### src/rtl/count_pwm_gen_if.sv
// Bus between the upstream counter/duty source (master) and count_pwm_gen (slave).
// With PWM_COMPLEMENT_EN defined the bus also carries the dead-timed pwm_n.
interface count_pwm_gen_if #(
  parameter int unsigned N = 4
);
  logic [N-1:0] count;
  logic [N:0]   duty_in;
  logic         duty_valid;
  logic         duty_ready;
  logic         pwm;
  logic         period_start;
  logic         seq_err;
`ifdef PWM_COMPLEMENT_EN
  logic         pwm_n;

  modport master (
    output count, duty_in, duty_valid,
    input  duty_ready, pwm, period_start, seq_err, pwm_n
  );
  modport slave (
    input  count, duty_in, duty_valid,
    output duty_ready, pwm, period_start, seq_err, pwm_n
  );
`else
  modport master (
    output count, duty_in, duty_valid,
    input  duty_ready, pwm, period_start, seq_err
  );
  modport slave (
    input  count, duty_in, duty_valid,
    output duty_ready, pwm, period_start, seq_err
  );
`endif
endinterface

### src/rtl/count_pwm_gen.sv
// count_pwm_gen: one PWM period per 2^N-cycle period of an upstream free-running
// counter. Duty updates are staged in a one-entry pending slot and only take
// effect at count==0, so the output never glitches mid-period. A break in the
// count sequence drops back to SYNC until the next count==0.
// Optional feature macro: PWM_COMPLEMENT_EN adds pwm_n, a dead-timed complement.
module count_pwm_gen #(
  parameter int unsigned N = 4
) (
  input logic             clk,
  input logic             reset_n,
  count_pwm_gen_if.slave  bus
);

  localparam int unsigned DW = N + 1;
  localparam logic [DW-1:0] DUTY_MAX = DW'(2 ** N);

  typedef enum logic {
    SYNC = 1'b0,
    RUN  = 1'b1
  } state_t;

  state_t          state_q, state_d;
  logic [N-1:0]    count_q;
  logic [N-1:0]    expect_cnt;
  logic [DW-1:0]   active_q, active_d;
  logic [DW-1:0]   pend_q, pend_d;
  logic            pend_full_q, pend_full_d;
  logic            ready_q, ready_d;
  logic            pwm_q, pwm_d;
  logic            ps_q, ps_d;
  logic            err_q, err_d;
  logic            boundary;
  logic            run_ok;
  logic            accept;
  logic [DW-1:0]   duty_clamped;
`ifdef PWM_COMPLEMENT_EN
  logic            pwm_n_q, pwm_n_d;
`endif

  // Next-state, duty staging and output decode
  always_comb begin
    state_d      = state_q;
    active_d     = active_q;
    pend_d       = pend_q;
    pend_full_d  = pend_full_q;
    pwm_d        = 1'b0;
    ps_d         = 1'b0;
    err_d        = 1'b0;
    boundary     = 1'b0;
    run_ok       = 1'b0;
    expect_cnt   = count_q + N'(1);
    accept       = bus.duty_valid & ready_q;
    duty_clamped = (bus.duty_in > DUTY_MAX) ? DUTY_MAX : bus.duty_in;

    case (state_q)
      SYNC: begin
        if (bus.count == '0) begin
          state_d  = RUN;
          boundary = 1'b1;
        end
      end
      RUN: begin
        if (bus.count != expect_cnt) begin
          err_d   = 1'b1;
          state_d = SYNC;
        end else begin
          run_ok = 1'b1;
          if (bus.count == '0) begin
            ps_d     = 1'b1;
            boundary = 1'b1;
          end
        end
      end
      default: state_d = SYNC;
    endcase

    // Pending duty becomes active only at a period boundary
    if (boundary && pend_full_q) begin
      active_d    = pend_q;
      pend_full_d = 1'b0;
    end

    // Compare against the duty in force for this count, including a fresh load at count==0
    if (run_ok) begin
      pwm_d = (DW'(bus.count) < active_d);
    end

    // Accept only into an empty slot; a same-edge boundary load already used the old value
    if (accept) begin
      pend_d      = duty_clamped;
      pend_full_d = 1'b1;
    end

    ready_d = ~pend_full_d;

`ifdef PWM_COMPLEMENT_EN
    // Complement rises one clock after pwm falls, falls together with pwm rising
    pwm_n_d = run_ok & ~pwm_d & ~pwm_q;
`endif
  end

  // State and output registers, synchronous active-low reset
  always_ff @(posedge clk) begin
    if (!reset_n) begin
      state_q     <= SYNC;
      count_q     <= '0;
      active_q    <= '0;
      pend_q      <= '0;
      pend_full_q <= 1'b0;
      ready_q     <= 1'b1;
      pwm_q       <= 1'b0;
      ps_q        <= 1'b0;
      err_q       <= 1'b0;
`ifdef PWM_COMPLEMENT_EN
      pwm_n_q     <= 1'b0;
`endif
    end else begin
      state_q     <= state_d;
      count_q     <= bus.count;
      active_q    <= active_d;
      pend_q      <= pend_d;
      pend_full_q <= pend_full_d;
      ready_q     <= ready_d;
      pwm_q       <= pwm_d;
      ps_q        <= ps_d;
      err_q       <= err_d;
`ifdef PWM_COMPLEMENT_EN
      pwm_n_q     <= pwm_n_d;
`endif
    end
  end

  assign bus.duty_ready   = ready_q;
  assign bus.pwm          = pwm_q;
  assign bus.period_start = ps_q;
  assign bus.seq_err      = err_q;
`ifdef PWM_COMPLEMENT_EN
  assign bus.pwm_n        = pwm_n_q;
`endif

endmodule

### src/flat_wrapper.sv
// flat-port wrapper written by rule: the top's interface ports become plain ports
module count_pwm_gen_flat 
#(
  parameter int unsigned N = 4
)
  (clk, reset_n, bus_count, bus_duty_in, bus_duty_valid, bus_duty_ready, bus_pwm, bus_period_start, bus_seq_err);
  count_pwm_gen_if #(.N(N)) bus_i ();
  input logic clk;
  input logic reset_n;
  input wire logic [$bits(bus_i.count)-1:0] bus_count;
  input wire logic [$bits(bus_i.duty_in)-1:0] bus_duty_in;
  input wire logic [$bits(bus_i.duty_valid)-1:0] bus_duty_valid;
  output wire logic [$bits(bus_i.duty_ready)-1:0] bus_duty_ready;
  output wire logic [$bits(bus_i.pwm)-1:0] bus_pwm;
  output wire logic [$bits(bus_i.period_start)-1:0] bus_period_start;
  output wire logic [$bits(bus_i.seq_err)-1:0] bus_seq_err;
  assign bus_i.count = bus_count;
  assign bus_i.duty_in = bus_duty_in;
  assign bus_i.duty_valid = bus_duty_valid;
  assign bus_duty_ready = bus_i.duty_ready;
  assign bus_pwm = bus_i.pwm;
  assign bus_period_start = bus_i.period_start;
  assign bus_seq_err = bus_i.seq_err;
  count_pwm_gen #(.N(N)) u_core (.clk(clk), .reset_n(reset_n), .bus(bus_i));
endmodule
### config.mk
export PLATFORM = sky130hd
export DESIGN_NAME = count_pwm_gen_flat
export DESIGN_NICKNAME = d
export VERILOG_FILES = /design/src/rtl/count_pwm_gen_if.sv /design/src/rtl/count_pwm_gen.sv /design/src/flat_wrapper.sv
export SDC_FILE = /design/constraint.sdc
export NUM_CORES = 1
export LEC_CHECK = 0
export CORE_MARGIN = 8
export CORE_UTILIZATION = 46
export CTS_CLUSTER_DIAMETER = 150
export DETAILED_ROUTE_END_ITERATION = 8
export HOLD_SLACK_MARGIN = 0.03
export PLACE_DENSITY_LB_ADDON = 0.2
export RECOVER_POWER = 50
export SETUP_SLACK_MARGIN = 0.2
export SLEW_MARGIN = 20
export SYNTH_ARGS = -nofsm -noshare
export SYNTH_HDL_FRONTEND = slang
export SYNTH_SLANG_ARGS = --single-unit
### constraint.sdc
create_clock -name clk -period 2.6 [get_ports clk]
set_clock_uncertainty 0.2 [all_clocks]
set_input_delay 0.39 -clock clk [delete_from_list [all_inputs] [get_ports clk]]
set_output_delay 0.39 -clock clk [all_outputs]
set_load 0.1 [all_outputs]
==> results of run 1 <==
==> power breakdown <==
| group | switching, mW | leakage [nW] | internal (mW) |
|---|---|---|---|
| Combinational | 0.0716 | 0.387 | 0.0644 |
| Sequential | 0.00686 | 0.164 | 0.317 |
| Clock | 0.101 | 0.0210 | 0.0858 |
==> logic make-up after synthesis <==
| logic type | Yosys count | synth area share [%] |
|---|---|---|
| XOR/XNOR | 6 | 7.05 |
| buffers and inverters | 6 | 2.35 |
| AO/OA/AOI/OAI | 30 | 20.1 |
| adder cells (fa/ha/maj) | 4 | 5.22 |
| AND/OR/NAND/NOR | 42 | 23.5 |
| flip-flops | 20 | 41.8 |
==> flip-flops by register name (all words and copies together) (netlist names) <==
| register | count |
|---|---|
| u_core.state_q | 1 |
| u_core.pend_q | 5 |
| u_core.bus.pwm | 1 |
| u_core.active_q | 5 |
| u_core.bus.seq_err | 1 |
| u_core.pend_full_q | 1 |
| u_core.bus.period_start | 1 |
| u_core.count_q | 4 |
| u_core.bus.duty_ready | 1 |
==> cell type report <==
class | instances | area [um^2]
well taps | 27 | 33.8
fillers | 170 | 549
repair buffers | 38 | 303
flip-flops and latches | 20 | 404
inverters | 5 | 18.8
multi-input cells | 82 | 617
clock buffers | 4 | 36.3
==> routing by layer <==
| metal | track usage [%] | vias up | routed length [um] |
|---|---|---|---|
| met4 | 8.44 | 0 | 68 |
| li1 | - | 468 | - |
| met5 | 0 | - | 0 |
| met2 | 27.2 | 28 | 1410 |
| met3 | 4.59 | 7 | 119 |
| met1 | 17.6 | 474 | 1150 |
==> stage by stage <==
stage	hold WS (ps)	power [mW]
after detailed placement	269	0.453
after CTS	287	0.644
after global placement	247	0.448
after global routing	242	0.677
after floorplan	236	0.390
final	249	0.646
==> Yosys cell counts, drive strengths merged, types with 2 or more instances <==
master / n
nor2: 11
a21oi: 12
nand2: 6
and2: 9
xor2: 3
o21ai: 7
o31ai: 3
a21o: 2
nor3: 2
ha: 4
nor3b: 4
nand3: 5
o31a: 2
inv: 4
nor4: 2
xnor2: 2
dfxtp: 20
==> worst max-delay path, delay by kind of cell <==
kind / cells / cell delay, ps
AOI/OAI and AO/OA: 5 / 780
xor gates and xnor gates: 1 / 180
adders and majority gates: 1 / 230
buffers and inverters: 1 / 540
and+or+nand+nor: 4 / 770
==> repair_timing <==
item	CTS	global route
gates cloned	0	0
pin swaps	9	6
resized for setup	11	8
endpoints found under the hold margin	0	0
endpoints found under the setup margin	1	1
==> worst max path at each step <==
stage	startpoint	endpoint	slack, ps	cells past startpoint
after global routing	bus_count[3]	u_core.bus.pwm	-350	12
after floorplan	bus_count[2]	u_core.bus.pwm	-140	11
final	bus_count[0]	u_core.bus.pwm	-240	12
after detailed placement	bus_count[2]	u_core.bus.pwm	-750	12
after CTS	u_core.count_q[0]	u_core.bus.pwm	-270	12
after global placement	bus_count[2]	u_core.bus.pwm	-700	12
==> key figures, run 1 <==
Synthesis
  • Synth Register Bits: 20
  • Yosys top cell area share: 41.8%
  • Synth Net Count: 124
  • Mapped Area: 958 um^2
  • Top FF cell, synth: dfxtp_1
  • Syn. warnings: 0
  • Post-synthesis sequential area ratio: 41.8%
  • Synth cell types: 28
  • Mapped Cells: 108
  • Avg Inst Size Synth: roughly 8.9 um^2
  • Synth area leader: dfxtp_1
  • Ys async rst share: 0%
  • Post-synth EDFFs: 0
  • Top cells by area, synth: dfxtp_1 42%, a21oi_1 6.3%, and2_1 5.9%, ha_1 5.2%, nor2_1 4.3%

Final layout
  • Commonest cells after routing, fill and taps aside: 23 x buf_4, 17 x dfxtp_1, 12 x a21oi_1
  • Final non-filler cell total: 176
  • Layout cells sized above 1: 29.5%
  • Final nets: 166
  • Commonest non-fill, non-tap cell in the layout: buf_4
  • ANT cells: 0
  • Final Cell Area: 1410 um^2
  • Core Util, Final: approximately 70%
  • Area growth, synth to finish: 47.4%

Placement
  • IO buf count: 15
  • GPL Wtd Cong: 0.881
  • Placement Cell Area: 1310 um^2
  • Placed cells: 172
  • Hpwl dp: 2060 um
  • Place WS: -747 ps

Worst setup path
  • Worst setup SP type: primary input
  • CP peak stage delay: 540 ps
  • CP most frequent cell: a21o_1
  • Worst r2r src: u_core.count_q[0]
  • FF-to-FF setup slack: -230 ps
  • Reg2reg path depth: 12
  • WP data required: 2660 ps
  • CP max stage cell: clkdlybuf4s50_1
  • Critical path class: primary input to flop
  • Reg2reg end: u_core.bus.pwm
  • Worst-path maximum fanout: 4
  • Crit-path cells: clkdlybuf4s50_1, xnor2_1, or3_4, o21ai_4, nand3_2, and2_4, ha_4, a21o_1, a21o_1, nor2_1, o31ai_1, a21oi_1
  • Critical path data arrival time: 2890 ps
  • Setup crit end kind: flop

Routing
  • Total wire length: 2750 um
  • Via count: 977
  • First-pass detailed-route iteration total: 4
  • Wire per inst: 15.6 um
  • First DRT Iteration DRCs: 27
  • DR vias/cell: 5.55
  • DRC: 0
  • ANT nets after route: 0

Hold path
  • Hold path start: bus_count[1]
  • Min-Delay Path Class: primary input to flop
  • Worst Hold End: u_core.count_q[1]
  • Min-Delay Path Depth: 2

STA
  • Setup total negative slack: -237 ps
  • Fin crit share: 109%
  • Final worst path period need: 2840 ps
  • Slew Limit Fails: 0
  • Maximum clock rate: around 350 MHz
  • Slew @ Worst Pin: 1170 ps
  • Relative max-transition margin: 22.1%
  • Setup WS post-layout: -237 ps
  • Final Setup Violations: 1
  • Count of final hold-check violations: 0
  • Unrepaired setup endpoints after global routing: true

Die
  • Io pins: 16
  • Initial Util: 48.9%
  • Core area: 1960 um^2
  • Num rows: 16
  • Die Ht: 61.6 um
  • Die X: 61.6 um
  • DIE AREA: 3800 um^2

GRT
  • Overflow after GRT: 0
  • First-pass GRT wire length: 4460 um
  • GRT Total Usage: 16.1%
  • Vias in the first global route: 994
  • Initial antenna violation count: 0
  • Largest net degree at the start of global routing: 12

Run status
  • Status: complete, but fails checks
  • Failing checks: negative setup slack

Pwr
  • Cell leakage power: 0.573 nW
  • Peak supply drop: 0.000393 V
  • Pwr per Cell Area: 457 nW/um^2

Clock tree
  • CTS max path bufs: 2
  • CTS tree: yes
  • Htree depth: 1
  • Clock sink total: 20
  • # hold bufs at CTS: 0
  • Num CTS Buffers: 3
  • Clk pin slew, worst setup/hold paths: 110 ps
  • Post-CTS Setup Repair Bufs: 0
  • Worst-Skew Late Latency: 310 ps
  • Clock root buffer: clkbuf_4

Run
  • Max cap viols: 0
Power figures use the tool's default switching activity.
==> run 2, diff against run 1 <==
- CORE_UTILIZATION: 46 -> 48
- CTS_BUF_LIST: default -> sky130_fd_sc_hd__clkbuf_4 sky130_fd_sc_hd__clkbuf_8
- SETUP_SLACK_MARGIN: 0.2 -> default
==> key figures, run 2 (same netlist as run 1, synthesis figures left out) <==
Worst setup path
  • Critical path class: flop to flop (was primary input to flop)
  • Worst r2r src: u_core.count_q[2] (was u_core.count_q[0])
  • Worst-path maximum fanout: 4 (unchanged)
  • Worst setup SP type: flop (was primary input)
  • WP data required: 2640 ps (was 2660 ps)
  • Reg2reg end: u_core.bus.pwm (unchanged)
  • Reg2reg path depth: 11 (was 12)
  • Setup crit end kind: flop (unchanged)
  • FF-to-FF setup slack: -360 ps (was -230 ps)
  • Critical path data arrival time: 2990 ps (was 2890 ps)

Pwr
  • Peak supply drop: 0.000366 V (was 0.000393 V)
  • Pwr per Cell Area: 411 nW/um^2 (was 457 nW/um^2)
  • Power Total: 615 uW (was 646 uW)
  • Cell leakage power: 0.612 nW (was 0.573 nW)

Final layout
  • Commonest cells after routing, fill and taps aside: 34 x buf_4, 17 x dfxtp_1, 12 x a21oi_1 (was 23 x buf_4, 17 x dfxtp_1, 12 x a21oi_1)
  • Sequential cell area: 404 um^2 (unchanged)
  • FILL cells: 138 (was 170)
  • Core Util, Final: 77.9% (was 72.0%)
  • Final nets: 175 (was 166)
  • Regs by FF count: u_core.active_q (5), u_core.pend_q (5), u_core.count_q (4) (unchanged)
  • Commonest non-fill, non-tap cell in the layout: buf_4 (unchanged)
  • Layout cells sized above 1: 36.3% (was 29.5%)
  • Final non-filler cell total: 184 (was 176)
  • Area growth, synth to finish: 56.3% (was 47.4%)
  • ANT cells: 0 (unchanged)
  • Final Cell Area: 1500 um^2 (was 1410 um^2)
  • Area of the multi-input gates: 644 um^2 (was 617 um^2)

Placement
  • IO buf count: 15 (unchanged)
  • GPL Wtd Cong: 0.832 (was 0.881)
  • Hpwl dp: 1970 um (was 2060 um)
  • Placement Cell Area: 1320 um^2 (was 1310 um^2)
  • Placed cells: 173 (was 172)

Clock tree
  • Worst-Skew Late Latency: 300 ps (was 310 ps)
  • CTS tree: yes (unchanged)
  • CTS max path bufs: 2 (unchanged)
  • Clock root buffer: clkbuf_4 (unchanged)
  • Clock sink total: 20 (unchanged)
  • Clk pin slew, worst setup/hold paths: 100 ps (was 110 ps)
  • Htree depth: 1 (unchanged)
  • # hold bufs at CTS: 0 (unchanged)
  • Num CTS Buffers: 3 (unchanged)

Die
  • Die X: 60.7 um (was 61.6 um)
  • DIE AREA: 3680 um^2 (was 3800 um^2)
  • Die Ht: 60.7 um (was 61.6 um)
  • Io pins: 16 (unchanged)
  • Num rows: 16 (unchanged)
  • Core area: 1920 um^2 (was 1960 um^2)
  • Initial Util: 49.9% (was 48.9%)

Routing
  • Total wire length: 2930 um (was 2750 um)
  • First-pass detailed-route iteration total: 4 (unchanged)
  • ANT nets after route: 0 (unchanged)
  • Via count: 1,013 (was 977)
  • First DRT Iteration DRCs: 21 (was 27)
  • DRC: 0 (unchanged)
  • DR vias/cell: 5.51 (was 5.55)
  • Wire per inst: 15.9 um (was 15.6 um)

GRT
  • Overflow after GRT: 0 (unchanged)
  • Vias in the first global route: 1,076 (was 994)
  • First-pass GRT wire length: 4850 um (was 4460 um)
  • Largest net degree at the start of global routing: 11 (was 12)
  • GRT Total Usage: 17.6% (was 16.1%)
  • Initial antenna violation count: 0 (unchanged)

STA
  • Fin crit share: 114% (was 109%)
  • Final worst path period need: 2960 ps (was 2840 ps)
  • Setup WS post-layout: -356 ps (was -237 ps)
  • Final Setup Violations: 2 (was 1)
  • Count of final hold-check violations: 0 (unchanged)
  • Unrepaired setup endpoints after global routing: true (unchanged)
  • Maximum clock rate: 338 MHz (was 352 MHz)
  • Slew Limit Fails: 0 (unchanged)
  • Slew @ Worst Pin: 1170 ps (about the same)
  • Relative max-transition margin: 22.3% (was 22.1%)

Hold path
  • Min-Delay Path Depth: 2 (unchanged)
  • Worst Hold End: u_core.pend_q[4] (was u_core.count_q[1])
  • Min-Delay Path Class: flop to flop (was primary input to flop)
  • Hold path start: u_core.pend_q[4] (was bus_count[1])

Run status
  • Status: complete, but fails checks (unchanged)
  • Failing checks: negative setup slack (unchanged)

Run
  • Max cap viols: 0 (unchanged)
[run 2: changes by cell type in the layout (fill, tap and decap cells not counted), sizes merged]
| cell | previous run | this run |
|---|---|---|
| dlygate4sd2 | 0 | 1 |
| clkbuf | 8 | 5 |
| dlygate4sd3 | 0 | 2 |
| clkdlybuf4s50 | 9 | 7 |
| dlymetal6s2s | 2 | 1 |
| buf | 23 | 34 |
[run 2: power breakdown]
group          switching [mW]  total (mW)  internal [mW]
Sequential            0.00683       0.324          0.317
Combinational          0.0766       0.147         0.0703
Clock                  0.0906       0.145         0.0541
Total                   0.174       0.615          0.441
[run 2: metal layers]
layer	up-vias	track usage, %	share of wire (%)
met5	-	0	0
met4	0	6.31	2.7
met3	9	3.39	5.1
met2	32	33.6	53
met1	488	18.2	39
li1	484	-	-
[run 2: final cells by class]
type | count | area share [%]
Timing Repair Buffer | 47 | 25.0
Tap cell | 27 | 2.26
Sequential cell | 20 | 27.0
Clock buffer | 3 | 1.50
Multi-Input combinational cell | 82 | 43.0
Inverter | 5 | 1.25
[run 2: worst max-delay path by stage]
stage | depth (start not counted) | from | endpoint | slack (ps)
5_1_grt | 11 | u_core.count_q[2] | u_core.bus.pwm | -450
3_5_place_dp | 13 | bus_count[2] | u_core.bus.pwm | -700
4_1_cts | 12 | u_core.count_q[0] | u_core.bus.pwm | -160
2_1_floorplan | 11 | bus_count[2] | u_core.bus.pwm | -140
3_3_place_gp | 13 | bus_count[2] | u_core.bus.pwm | -690
6_report | 11 | u_core.count_q[2] | u_core.bus.pwm | -360
[run 2: critical path, cell delays in order, from the launching register on]
cell     delay (ps)
dfxtp_2         340
xor3_1          430
or3_4           420
o21ai_4         230
nand3_2         100
and2_4          150
ha_4            230
a21o_1          190
a21o_1          220
a31oi_1         170
nor4_1           70
a21oi_1         130
[run 2: per-stage QoR]
stage,hold slack (ps),setup TNS [ps],setup WS [ps]
global placement,246,-688,-688
floorplan,236,-137,-137
finish,286,-505,-356
CTS,286,-242,-155
detailed placement,272,-702,-702
global route,316,-695,-450
[run 2: timing repair]
item,CTS,global route
setup endpoints to repair,1,2
setup buffers,6,2
pin swaps,5,11
gates resized for setup,17,7
==> run 3, diff against run 2 <==
- CTS_CLUSTER_DIAMETER: 150 -> default
==> results of run 3 <==
Final layout, timing and power as in run 2 (identical DEF).
